[src/rtl/mult_pkg.sv]
// Shared definitions for the shift-and-add multiplier controller.
// Holds the 3-bit FSM state encoding, the default operand width and a
// helper that sizes the iteration counter.
package mult_pkg;

    // Default operand width; the product is twice this wide.
    localparam int WIDTH_DEF = 3;

    // Width of the state encoding.
    localparam int STATE_W = 3;

    typedef enum logic [STATE_W-1:0] {
        ST_IDLE  = 3'd0,
        ST_LOAD  = 3'd1,
        ST_CHECK = 3'd2,
        ST_ADD   = 3'd3,
        ST_SHIFT = 3'd4,
        ST_DONE  = 3'd5
    } state_t;

    // Counter width able to hold 0..w-1; never narrower than one bit.
    function automatic int cnt_width(input int w);
        return (w > 1) ? $clog2(w) : 1;
    endfunction

endpackage

[src/rtl/mult_fsm.sv]
// Sequencer for the shift-and-add multiplier.
// Owns the state register and the registered busy/done_mult outputs.
// The datapath tells it the multiplier LSB and whether the current SHIFT
// is the final iteration; it reports the current state back and flags the
// SHIFT cycle whose edge enters DONE so the result can be captured there.
module mult_fsm
    import mult_pkg::*;
(
    input  logic   clk,
    input  logic   rst,
    input  logic   init_mult,
    input  logic   b_lsb,
    input  logic   last_iter,
    output state_t state,
    output logic   enter_done,
    output logic   done_mult,
    output logic   busy
);

    // High during the SHIFT cycle whose closing edge moves the FSM into DONE.
    assign enter_done = (state == ST_SHIFT) && last_iter;

    // State register with registered busy and one-cycle done pulse.
    always_ff @(posedge clk) begin
        if (rst) begin
            state     <= ST_IDLE;
            done_mult <= 1'b0;
            busy      <= 1'b0;
        end else begin
            done_mult <= 1'b0;
            case (state)
                ST_IDLE: begin
                    // init_mult is only looked at here, so requests made
                    // while busy are simply dropped.
                    if (init_mult) begin
                        state <= ST_LOAD;
                        busy  <= 1'b1;
                    end
                end
                ST_LOAD: begin
                    state <= ST_CHECK;
                end
                ST_CHECK: begin
                    state <= b_lsb ? ST_ADD : ST_SHIFT;
                end
                ST_ADD: begin
                    state <= ST_SHIFT;
                end
                ST_SHIFT: begin
                    if (last_iter) begin
                        state     <= ST_DONE;
                        done_mult <= 1'b1;
                    end else begin
                        state <= ST_CHECK;
                    end
                end
                ST_DONE: begin
                    state <= ST_IDLE;
                    busy  <= 1'b0;
                end
                default: begin
                    state <= ST_IDLE;
                    busy  <= 1'b0;
                end
            endcase
        end
    end

endmodule

[src/rtl/mult_ctrl.sv]
// Shift-and-add unsigned multiplier, top level.
// Holds the datapath (a_reg, b_reg, acc, cnt) and the result register
// sal_mult; sequencing lives in mult_fsm.
// Optional feature: define MULT_EARLY_EXIT_EN to finish as soon as the
// remaining multiplier bits are all zero. Without it every operation runs
// exactly WIDTH CHECK/SHIFT iterations, giving a latency that depends only
// on the popcount of portB.
module mult_ctrl
    import mult_pkg::*;
#(
    parameter int WIDTH = WIDTH_DEF
)
(
    input  logic               clk,
    input  logic               rst,
    input  logic [WIDTH-1:0]   portA,
    input  logic [WIDTH-1:0]   portB,
    input  logic               init_mult,
    output logic [2*WIDTH-1:0] sal_mult,
    output logic               done_mult,
    output logic               busy
);

    localparam int PROD_W = 2 * WIDTH;
    localparam int CNT_W  = cnt_width(WIDTH);
    localparam logic [CNT_W-1:0] CNT_LAST = CNT_W'(WIDTH - 1);

    logic [PROD_W-1:0] a_reg;
    logic [PROD_W-1:0] acc;
    logic [WIDTH-1:0]  b_reg;
    logic [CNT_W-1:0]  cnt;

    state_t state;
    logic   enter_done;
    logic   cnt_last;
    logic   last_iter;

    assign cnt_last = (cnt == CNT_LAST);

`ifdef MULT_EARLY_EXIT_EN
    // Stop once no set multiplier bits remain after this shift; further
    // iterations could only add zero.
    assign last_iter = cnt_last || ((b_reg >> 1) == '0);
`else
    assign last_iter = cnt_last;
`endif

    mult_fsm u_fsm (
        .clk        (clk),
        .rst        (rst),
        .init_mult  (init_mult),
        .b_lsb      (b_reg[0]),
        .last_iter  (last_iter),
        .state      (state),
        .enter_done (enter_done),
        .done_mult  (done_mult),
        .busy       (busy)
    );

    // Datapath registers: operands are captured only in LOAD, so input
    // changes during the operation cannot disturb it.
    always_ff @(posedge clk) begin
        if (rst) begin
            a_reg <= '0;
            b_reg <= '0;
            acc   <= '0;
            cnt   <= '0;
        end else begin
            case (state)
                ST_LOAD: begin
                    a_reg <= {{WIDTH{1'b0}}, portA};
                    b_reg <= portB;
                    acc   <= '0;
                    cnt   <= '0;
                end
                ST_ADD: begin
                    // Product fits in PROD_W bits, so the carry-out is dropped.
                    acc <= acc + a_reg;
                end
                ST_SHIFT: begin
                    a_reg <= a_reg << 1;
                    b_reg <= b_reg >> 1;
                    cnt   <= cnt + CNT_W'(1);
                end
                default: begin
                    a_reg <= a_reg;
                end
            endcase
        end
    end

    // Result register: loaded on the edge that enters DONE, held otherwise.
    always_ff @(posedge clk) begin
        if (rst) begin
            sal_mult <= '0;
        end else if (enter_done) begin
            sal_mult <= acc;
        end
    end

endmodule

[config.mk]
export PLATFORM = sky130hd
export DESIGN_NAME = mult_ctrl
export DESIGN_NICKNAME = d
export VERILOG_FILES = /design/src/rtl/mult_pkg.sv /design/src/rtl/mult_fsm.sv /design/src/rtl/mult_ctrl.sv
export SDC_FILE = /design/constraint.sdc
export NUM_CORES = 1
export LEC_CHECK = 0
export BUFFER_PORTS_ARGS = -buffer_cell sky130_fd_sc_hd__buf_2
export CORE_ASPECT_RATIO = 0.6
export CORE_MARGIN = 1.5
export CORE_UTILIZATION = 41
export DETAILED_ROUTE_END_ITERATION = 8
export PLACE_DENSITY_LB_ADDON = 0.1
export REMOVE_ABC_BUFFERS = 1
export SYNTH_ARGS = -nofsm -noshare
export SYNTH_HDL_FRONTEND = slang
export SYNTH_HIERARCHICAL = 1
export SYNTH_SLANG_ARGS = --single-unit
export TNS_END_PERCENT = 5
[constraint.sdc]
create_clock -name clk -period 4.86 [get_ports clk]
set_clock_uncertainty 0.15 [all_clocks]
set_input_delay 0.729 -clock clk [delete_from_list [all_inputs] [get_ports clk]]
set_output_delay 0.729 -clock clk [all_outputs]
set_load 0.05 [all_outputs]
==> out/metrics.cfg <==
[clock_tree]
clk_latency_ns=0.28
cts_htree_levels=1
clock-sinks=28
cts_post_setup_buffers_inserted=0
tritoncts=done
post_cts_resize_count=0
cts_hold_repair.buffers=0
root_buffer_cell=sky130_fd_sc_hd__clkbuf_8
clkTransAtPathRegs_ns=0.10
cts-root-to-sink-buffers=2
number_of_buffers_added_by_the_clock_tree_synthesis_step=3

[route]
drt_wl_total_mm=2.87
post-route-drc-count=0
routed_via_density=5.47
drtPass1Iterations=4
drt-initial-drc-count=51
wl_per_cell_um=13.5
routed-via-count=1166
ant_nets=0

[sta]
post-route-period-util_pct=42.1
timing.hold.ws_ns=0.341
relSlewSlack_pct=52.0
slew_violations=0
finalHoldViolations=0
grt_setup_unrepaired=false
setup_tns_ns=0
final.min_clock_period_ns=2.04
maximum_clock_rate_mhz=489
worst_pin_slew_ns=0.719
setup_viol_count_final=0

[placement]
dp_cells=209
gp_routability_congestion=0.756
dp_hpwl_mm=2.09
port_buffers=16

[pwr]
power_frac_comb_pct=13.6
static_leakage_nw=0.621
vdd_ir_drop_max_uv=145
power-per-cell-area_mw_per_mm2=331
cell_internal_pwr_w=0.000381
seqPwrFrac_pct=50.5
clock_power_share_pct=35.9
total_switching_power_w=0.000134
swShare_pct=26.1

[worst_setup_path]
worstPathMaxFanout=4
timing.critical_path.to_type=register
depth_of_the_worst_register_to_register_path=7
critical_path_required_ns=4.92
rrSetupSlack_ns=2.82
timing_worst_setup_path_type=register to register
reg2reg_to=acc[4]$_SDFFE_PP0P_
critPathLaunchType=register
crit-reg2reg-launch=a_reg[0]$_SDFFE_PP0P_
crit_path_start=a_reg[0]$_SDFFE_PP0P_
worstPathArrival_ns=2.10

[global_route]
gr-usage-met2_pct=25.7
global_route.usage.met1_pct=24.0
grt_max_degree=27
vias_in_the_first_global_route=1094
grt_ovf=0
grt_use_total_pct=16.6
global_route.usage.met3_pct=3.96
grt_first_pass_wirelength_mm=5.04
antenna_found_initial=0
grt.busiest_layer=met2

[floorplan]
design.core.area_mm2=0.00326
floorplan.die.height_um=48.3
floorplan.rows=16
initial_utilization_pct=43.1
die-area_mm2=0.00380
ios=17
width_of_the_die_um=78.6

[finish]
nNetsFinal=185
antenna_cells=0
count_of_placed_standard_cells_in_the_final_layout_fillers_left_out=213
area_delta_synth_final_pct=10.6
fillCellCount=331
final_layout_size_suffix_gt1_share_pct=15.5

[outcome]
outcome=finished, final reports clean

[yosys]
synth_cell_count_leaders=sky130_fd_sc_hd__dfxtp_1 (28), sky130_fd_sc_hd__nor2_1 (22), sky130_fd_sc_hd__nand2_1 (11), sky130_fd_sc_hd__a21oi_1 (10)
number_of_synthesized_flops_with_an_enable_pin=0
mappedNetlistArea_mm2=0.00141
synthesis.area_per_instance_um2=9.01
synth_top_area_share_pct=39.9
synthTopCellsByArea=sky130_fd_sc_hd__dfxtp_1 (40%), sky130_fd_sc_hd__nor2_1 (5.9%), sky130_fd_sc_hd__ha_1 (5.3%)
synth_cells=156
postSynthRegisterBits=28
ys_async_sr_fraction_pct=0
yosysWarningCount=6
synth_most_common_cell=sky130_fd_sc_hd__dfxtp_1
synth.distinct_cells=42
seq_area_frac_synth_pct=39.9
synth_area_leader_cell=sky130_fd_sc_hd__dfxtp_1
postSynth.topFlopCell=sky130_fd_sc_hd__dfxtp_1

[min_path]
min-delay-path-class=register to register
min_path_cells=1
min_delay_worst_endpoint=cnt[0]$_SDFFE_PP0P_
timing.hold.worst.start=cnt[0]$_SDFFE_PP0P_

[flow_run]
maxCapViolations=0

-- worst max path at each step --
stage                     endpoint  slack (ns)
2_1_floorplan  acc[5]$_SDFFE_PP0P_        2.98
3_3_place_gp   acc[4]$_SDFFE_PP0P_        2.84
3_5_place_dp   acc[4]$_SDFFE_PP0P_        2.85
4_1_cts        acc[4]$_SDFFE_PP0P_        2.83
5_1_grt        acc[4]$_SDFFE_PP0P_        2.65
6_report       acc[4]$_SDFFE_PP0P_        2.82
-- per-stage QoR --
stage / utilization [%] / area, um^2 / total power [W] / setup WS, ns
floorplan: - / 1350 / 0.000313 / 2.98
global placement: 45.4 / 1480 / 0.000333 / 2.84
detailed placement: 45.4 / 1480 / 0.000334 / 2.85
CTS: 47.6 / 1550 / 0.000520 / 2.83
global route: 47.6 / 1550 / 0.000542 / 2.65
finish: 47.6 / 1550 / 0.000515 / 2.82
-- power by group through the flow --
stage | Combinational, W | Clock [W] | Sequential [W]
after floorplan | 0.0000482 | 0 | 0.000264
after global placement | 0.0000683 | 0 | 0.000264
after detailed placement | 0.0000698 | 0 | 0.000265
after CTS | 0.0000703 | 0.000190 | 0.000260
after global routing | 0.0000792 | 0.000201 | 0.000263
final | 0.0000698 | 0.000185 | 0.000260
-- kinds of logic (layout without fill, tap and decap cells) --
group / after synthesis / in the layout / share of synthesized area, %
buf+inv: 14 / 26 / 5.79
fa+ha+maj: 7 / 7 / 6.77
mux: 6 / 6 / 4.27
flops: 28 / 28 / 39.9
simple gates: 57 / 57 / 20.8
xor+xnor: 2 / 2 / 1.25
compound gates: 42 / 42 / 21.2
-- metal layers --
metal	routed length [um]	share of wire, %
met1	1510	53
met2	1160	40
met3	176	6.1
met4	23	0.80
met5	0	0
-- cell type report --
class / instances / area, um^2 / area share (%)
multi-input cells: 114 / 763 / 49.1
flip-flops and latches: 28 / 561 / 36.1
repair buffers: 16 / 80.1 / 5.15
well taps: 45 / 56.3 / 3.62
clock buffers: 3 / 41.3 / 2.66
clock inverters: 1 / 30.0 / 1.93
inverters: 6 / 22.5 / 1.45
-- worst max-delay path: stages, from the launching register on --
cell	delay (ns)
sky130_fd_sc_hd__dfxtp_1	0.36
sky130_fd_sc_hd__ha_1	0.25
sky130_fd_sc_hd__fa_1	0.41
sky130_fd_sc_hd__a21o_2	0.22
sky130_fd_sc_hd__a21oi_1	0.17
sky130_fd_sc_hd__xnor2_1	0.15
sky130_fd_sc_hd__nand3_1	0.09
sky130_fd_sc_hd__a21oi_1	0.17
-- layout by cell type, fill, tap and decap left out, types with 2 or more instances in the layout --
| cell type | netlist | routed |
|---|---|---|
| sky130_fd_sc_hd__dfxtp_1 | 28 | 28 |
| sky130_fd_sc_hd__nor2_1 | 22 | 22 |
| sky130_fd_sc_hd__buf_2 | 2 | 16 |
| sky130_fd_sc_hd__nand2_1 | 11 | 11 |
| sky130_fd_sc_hd__a21oi_1 | 10 | 10 |
| sky130_fd_sc_hd__inv_1 | 6 | 6 |
| sky130_fd_sc_hd__mux2i_1 | 6 | 6 |
| sky130_fd_sc_hd__ha_1 | 6 | 6 |
| sky130_fd_sc_hd__nand3_1 | 5 | 5 |
| sky130_fd_sc_hd__a22oi_1 | 5 | 5 |
| sky130_fd_sc_hd__a211oi_1 | 4 | 4 |
| sky130_fd_sc_hd__a311oi_1 | 4 | 4 |
| sky130_fd_sc_hd__nor3b_1 | 4 | 4 |
| sky130_fd_sc_hd__nand2b_1 | 3 | 3 |
| sky130_fd_sc_hd__o21ai_0 | 3 | 3 |
| sky130_fd_sc_hd__nor2b_1 | 3 | 3 |
| sky130_fd_sc_hd__clkbuf_8 | 0 | 3 |
| sky130_fd_sc_hd__a21o_1 | 2 | 2 |
| sky130_fd_sc_hd__nor3_1 | 2 | 2 |
| sky130_fd_sc_hd__nand3b_1 | 2 | 2 |
| sky130_fd_sc_hd__a22o_1 | 2 | 2 |
| sky130_fd_sc_hd__o21a_1 | 2 | 2 |
Note: power is estimated with default switching activity, not from simulation.
